$ cat config.mk
export PLATFORM = sky130hd
export DESIGN_NAME = alu_pa_sequencer
export DESIGN_NICKNAME = d
export VERILOG_FILES = /design/src/rtl/alu_pa_sequencer.sv
export SDC_FILE = /design/constraint.sdc
export NUM_CORES = 1
export LEC_CHECK = 0
export ABC_CLOCK_PERIOD_IN_PS = 1650
export CORE_AREA = 5 5 50 52
export CTS_CLUSTER_SIZE = 20
export DETAILED_ROUTE_END_ITERATION = 16
export DIE_AREA = 0 0 55 57
export GPL_ROUTABILITY_DRIVEN = 0
export MAX_ROUTING_LAYER = met4
export PLACE_DENSITY = 0.74
export SYNTH_ARGS = -nofsm -noshare
export SYNTH_HDL_FRONTEND = slang
export SYNTH_SLANG_ARGS = --single-unit
$ cat constraint.sdc
create_clock -name clk -period 1.65 [get_ports clk]
set_clock_uncertainty 0.1 [all_clocks]
set_input_delay 0.165 -clock clk [delete_from_list [all_inputs] [get_ports clk]]
set_output_delay 0.165 -clock clk [all_outputs]
set_load 0.1 [all_outputs]
$ cat src/rtl/alu_pa_sequencer.sv
// rtl/alu_pa_sequencer.sv - ALU command sequencer driving one-hot PA strobes and the carry flag
module alu_pa_sequencer #(
    parameter int CNT_W = 4
) (
    input  logic             clk,
    input  logic             rst_n,
    input  logic             req_valid,
    output logic             req_ready,
    input  logic [3:0]       req_op,
    input  logic [CNT_W-1:0] req_count,
    input  logic             alu_cout,
    output logic [14:0]      pa,
    output logic             low_load,
    output logic             cflag,
    output logic             done,
    output logic             err
);

    typedef enum logic [1:0] {
        IDLE = 2'd0,
        EXEC = 2'd1,
        DONE = 2'd2
    } state_t;

    localparam logic [3:0] OP_ILLEGAL = 4'd15;

    state_t           state;
    state_t           state_nx;
    logic [3:0]       op_r;
    logic [CNT_W-1:0] remaining;
    logic             err_r;

    // Shift/rotate opcodes (RLC..SRL) run multiple passes
    function automatic logic is_shift(input logic [3:0] op);
        return (op >= 4'd8) && (op <= 4'd14);
    endfunction

    // Arithmetic and shift opcodes produce a carry that the flag must follow
    function automatic logic writes_carry(input logic [3:0] op);
        return ((op >= 4'd1) && (op <= 4'd4)) || is_shift(op);
    endfunction

    // State register
    always_ff @(posedge clk or negedge rst_n) begin
        if (!rst_n) begin
            state <= IDLE;
        end else begin
            state <= state_nx;
        end
    end

    // Next-state and output decode; pa comes only from registered state and op_r
    always_comb begin
        state_nx  = state;
        req_ready = 1'b0;
        pa        = '0;
        low_load  = 1'b0;
        done      = 1'b0;
        err       = 1'b0;
        case (state)
            IDLE: begin
                req_ready = 1'b1;
                if (req_valid) begin
                    state_nx = (req_op == OP_ILLEGAL) ? DONE : EXEC;
                end
            end
            EXEC: begin
                pa       = 15'(1) << op_r;
                low_load = 1'b1;
                if (remaining == '0) begin
                    state_nx = DONE;
                end
            end
            DONE: begin
                done     = 1'b1;
                err      = err_r;
                state_nx = IDLE;
            end
            default: begin
                state_nx = IDLE;
            end
        endcase
    end

    // Command capture, pass counter, carry flag and error latch
    always_ff @(posedge clk or negedge rst_n) begin
        if (!rst_n) begin
            op_r      <= '0;
            remaining <= '0;
            err_r     <= 1'b0;
            cflag     <= 1'b0;
        end else begin
            case (state)
                IDLE: begin
                    if (req_valid) begin
                        op_r      <= req_op;
                        remaining <= is_shift(req_op) ? req_count : '0;
                        err_r     <= (req_op == OP_ILLEGAL);
                    end
                end
                EXEC: begin
                    if (writes_carry(op_r)) begin
                        cflag <= alu_cout;
                    end
                    if (remaining != '0) begin
                        remaining <= remaining - CNT_W'(1);
                    end
                end
                DONE: begin
                    err_r <= 1'b0;
                end
                default: begin
                    err_r <= 1'b0;
                end
            endcase
        end
    end

endmodule
======== After elaboration in Yosys (flattened, before gate mapping) ========
Index checks and enable logic that the tools add are counted.
Widths: inputs -> output; s select.
storage, ports and cells
  register bits after elaboration ......... 12
  bits in latches ......................... 0
  memory bits (writable) .................. 0
  ROM bits ................................ 0
  input bits .............................. 12
  output and inout port bits .............. 20
  logic and storage cells ................. 48
  memories kept ........................... 0
operators by class
  add/subtract/negate cells ............... 1
  multipliers ............................. 0
  div/mod/pow operators ................... 0
  magnitude comparators ................... 6
  eq/ne operators ......................... 6
  shift operators ......................... 1
  muxes and demuxes ....................... 15
  bitwise logic cells ..................... 1
  reduce and logical (&&, ||, !) cells .... 13
operator list
  cell                  number
  $mux 15               1
  $shl 1x4->15 const A  1
  $mux 4                3
  $ge 4x4->1 const B    2
  $le 4x4->1 const B    2
  $pmux 4 s2            1
  $reduce_and 2->1      4
  $mux 2                3
  $ne 2x2->1 const B    3
  $mux 1                5
  $eq 4x4->1 const B    1
  $ge 4x1->1 const B    1
  $le 4x3->1 const B    1
  $logic_not 4->1       1
  $pmux 2 s2            1
  $reduce_bool 4->1     1
  $sub 4x1->4 const B   1
  $logic_and 1x1->1     3
  $reduce_and 3->1      1
  $eq 2x1->1 const B    1
  $eq 2x2->1 const B    1
  $logic_not 2->1       1
  $pmux 1 s2            1
  $reduce_bool 2->1     1
  2 further kinds       2

======== Logic depth before layout (Yosys ltp) ========
  word-level depth ........................ 5
  mapped depth ............................ 6
  gate-level depth less buffers ........... 6

======== Least setup slack after synthesis ========
No wires, ideal clock.
  path kind ............................... reg2out
  from .................................... reg state[1]
  to ...................................... out pa[3]
  data arrival time ....................... 3.272 ns
  data required time ...................... 1.385 ns
  slack ................................... -1.887 ns
  cell stages (with the launch flop) ...... 6
  path buffers ............................ 1
  cell sequence ........................... dfrtp_1 buf_6 nand2b_4 inv_2 nand3_1 nor3_1
between the ends
  word-level cells in the longest chain between the ends .. 2
ends and longest elaborated chain
  what                      line  source
  start: declaration        27    state_t state;
  start signal: assignment  48    state <= state_nx;
  $eq 2x1->1                60    case (state)
  $mux 15                   60
  end: declaration          12    output logic [14:0] pa,
Every way passes these cells.

======== Worst setup path in the final report ========
  from .................................... reg state[1]
  to ...................................... out pa[0]
Same word-level chain as after synthesis.

==> key figures <==
Status
  • Status: complete, but fails checks
  • Failing checks: negative setup slack

Route
  • Avg Vias per Cell: 5.19
  • Routed wire per std cell: 15.6 um
  • Initial DRC count: 7
  • WL met3: 97 um
  • Vias: 866
  • Met2 WL: 1440 um
  • DR top layer: met4
  • Met1 Wirelength: 1050 um
  • Drt first pass iters: 4
  • Drt drc: 0
  • Antenna Nets Post-Route: 0
  • Post-Route WL: 2600 um

Worst setup path
  • R2R Setup Slk: 0.07 ns
  • Reg2reg end: op_r[1]$_DFFE_PN0P_
  • CP Max Fanout: 4
  • Worst path slowest cell: or3_4
  • Crit path kind: flip-flop to output pin
  • CP max stage delay: 0.40 ns
  • Startpoint types: flip-flop
  • Critical R2R Launch: state[0]$_DFFE_PN0P_
  • Critical Path, Cell by Cell: nand2b_4 > or3_4 > nor3_4 > buf_12
  • R2r worst-path depth: 4
  • CP required: 1.38 ns
  • Worst EP arrival: 1.60 ns
  • Setup crit end kind: output pin

Synth
  • Synth Flop Type: dfrtp_1
  • Mapped Nets: 101
  • Library cells used by synthesis: 35
  • Seq/Total Area, Yosys: 0.386
  • Number of flops mapped to enable cells by yosys: 0
  • Yosys Warn Count: 0
  • Synthesized instance count: 88
  • Post-Syn Area per Cell: 8.84 sq um
  • #FFs+latches synth: 12
  • Asr flop ratio synth: 1.00
  • Synth Cell Area: 778 sq um

Cells and area
  • Area delta synth->final: 118%
  • Layout cells sized above 1: 0.612
  • Nets: 153
  • Most frequent cells in the layout: buf_12, buf_4, nor2_4, clkdlybuf4s50_1, dfrtp_1
  • Post-Route Utilization: 0.821
  • # diodes: 0
  • Commonest non-fill, non-tap cell in the layout: buf_12

Place
  • # port buffers: 31
  • Pre-CTS setup slack: 0.0744 ns
  • DP HPWL: 1960 um

Clocking
  • Clock Latency Late Sink: 0.28 ns
  • Worst-path clk slew: 0.08 ns
  • CTS tree: yes
  • Root buf cell: clkbuf_4
  • CTS H-Tree Depth: 1
  • Clock sinks: 12
  • TritonCTS Buffers: 3
  • Clock Path Buffers: 2
  • Hold_buf cts: 0

STA
  • Worst setup margin: -0.213 ns
  • Worst slew margin: 0.619
  • Maximum clock rate: 537 MHz
  • Final hold violations: 0
  • Slew @ Worst Pin: 0.570 ns
  • Setup Total Neg Slack: -2.31 ns
  • Pins Over Slew Limit: 0
  • Unrepaired setup endpoints after global routing: yes
  • Minimum clock period: 1.86 ns
  • Final setup viols: 15
  • Final hold slack: 0.142 ns
  • Period utilization: 1.13

Floorplan
  • Core Region: 2060 sq um
  • # rows: 17
  • Die Area: 3140 sq um
  • Starting Density: 0.377
  • Die height: 57 um
  • Die width: 55 um
  • Io pins: 32

Flow run
  • Maxcap violations: 0

Power and ir drop
  • Clock power share: 0.065
  • Net Sw Power: 0.00194 W
  • Cell leakage power: 0.669 nW
  • Peak supply drop: 1540 uV
  • Total power: 0.00369 W
  • Seq pwr share: 0.169
  • Sw Share: 0.527
  • Internal power: 0.00174 W
  • Power per cell area: 2180 nW/um^2
  • Comb pwr share: 0.765

Global routing
  • Overall routing resource usage: 0.195
  • First-pass GRT wire length: 4400 um
  • Initial antenna violation count: 0
  • GRT Residual Overflow: 0
  • Vias in the first global route: 910
  • Largest net degree at the start of global routing: 13

Worst hold path
  • Hold WC Path Type: primary input to asynchronous set/reset pin
[logic make-up (layout without fill, tap and decap cells)]
kind of cell | count (synthesis) | after routing | synth area share
mux | 4 | 4 | 0.0627
fa+ha+maj | 2 | 2 | 0.0305
flops | 12 | 12 | 0.386
simple gates | 47 | 47 | 0.322
xor+xnor | 1 | 1 | 0.0113
compound gates | 14 | 14 | 0.125
buf+inv | 8 | 59 | 0.0627
[worst max-delay path: cells and delay by family, from the launching register on]
family / cells / cell delay [ns]
buf+inv: 1 / 0.20
simple gates: 3 / 0.73
flops: 1 / 0.38
[cell usage after synthesis, drive strengths merged (2+ instances only)]
master,number,area [sq um]
o21ai,2,10.0
nand2b,2,20.0
nor3,5,25.0
nor2,17,71.3
inv,5,18.8
a21oi,5,28.8
a31oi,2,12.5
buf,3,30.0
nand2,8,30.0
nor2b,2,12.5
dfrtp,12,300
mux2,4,48.8
nand3,5,25.0
[power by group through the flow]
stage          clock network (W)  logic (W)  registers (W)
2_1_floorplan                  0    0.00168       0.000657
3_3_place_gp                   0    0.00249       0.000610
3_5_place_dp                   0    0.00254       0.000629
4_1_cts                 0.000250    0.00274       0.000618
5_1_grt                 0.000265    0.00296       0.000643
6_report                0.000241    0.00282       0.000625
[sequential cells by signal (all words and copies together) (netlist names)]
signal,cells
remaining,4
op_r,4
state,2
err_r,1
cflag,1
[how the worst max path moves through the flow]
stage,end,startpoint,slack [ns],depth (start not counted)
floorplan,pa[0],state[1]$_DFFE_PN0P_,-0.45,4
global placement,pa[0],state[0]$_DFFE_PN0P_,0.11,4
detailed placement,pa[0],op_r[0]$_DFFE_PN0P_,0.07,3
CTS,pa[0],state[1]$_DFFE_PN0P_,-0.22,4
global route,pa[9],state[1]$_DFFE_PN0P_,-0.28,7
finish,pa[0],state[1]$_DFFE_PN0P_,-0.21,4
[routing by layer]
metal	track usage	vias up
li1	-	408
met2	0.321	18
met5	-	-
met4	0.0208	0
met3	0.0392	4
met1	0.253	436
[metrics by stage]
step | instances | area, sq um
6_report | 167 | 1690
5_1_grt | 167 | 1690
4_1_cts | 165 | 1660
3_5_place_dp | 152 | 1530
3_3_place_gp | 152 | 1530
2_1_floorplan | 88 | 945
[area by class of cell]
type                            instances  area (sq um)
Inverter                                5          31.3
Timing Repair Buffer                   50           689
Clock buffer                            4          36.3
Tap cell                               28          35.0
Fill cell                             120           369
Multi-Input combinational cell         68           597
Sequential cell                        12           305
[what timing repair did]
action                                  in CTS  in global routing
setup buffers                                9                  5
resized for setup                           10                  3
endpoints found under the hold margin        0                  0
cloned                                       0                  0
endpoints found under the setup margin      15                 19
pin swaps                                    7                  4
No activity file was read; power rests on OpenSTA's default activity.
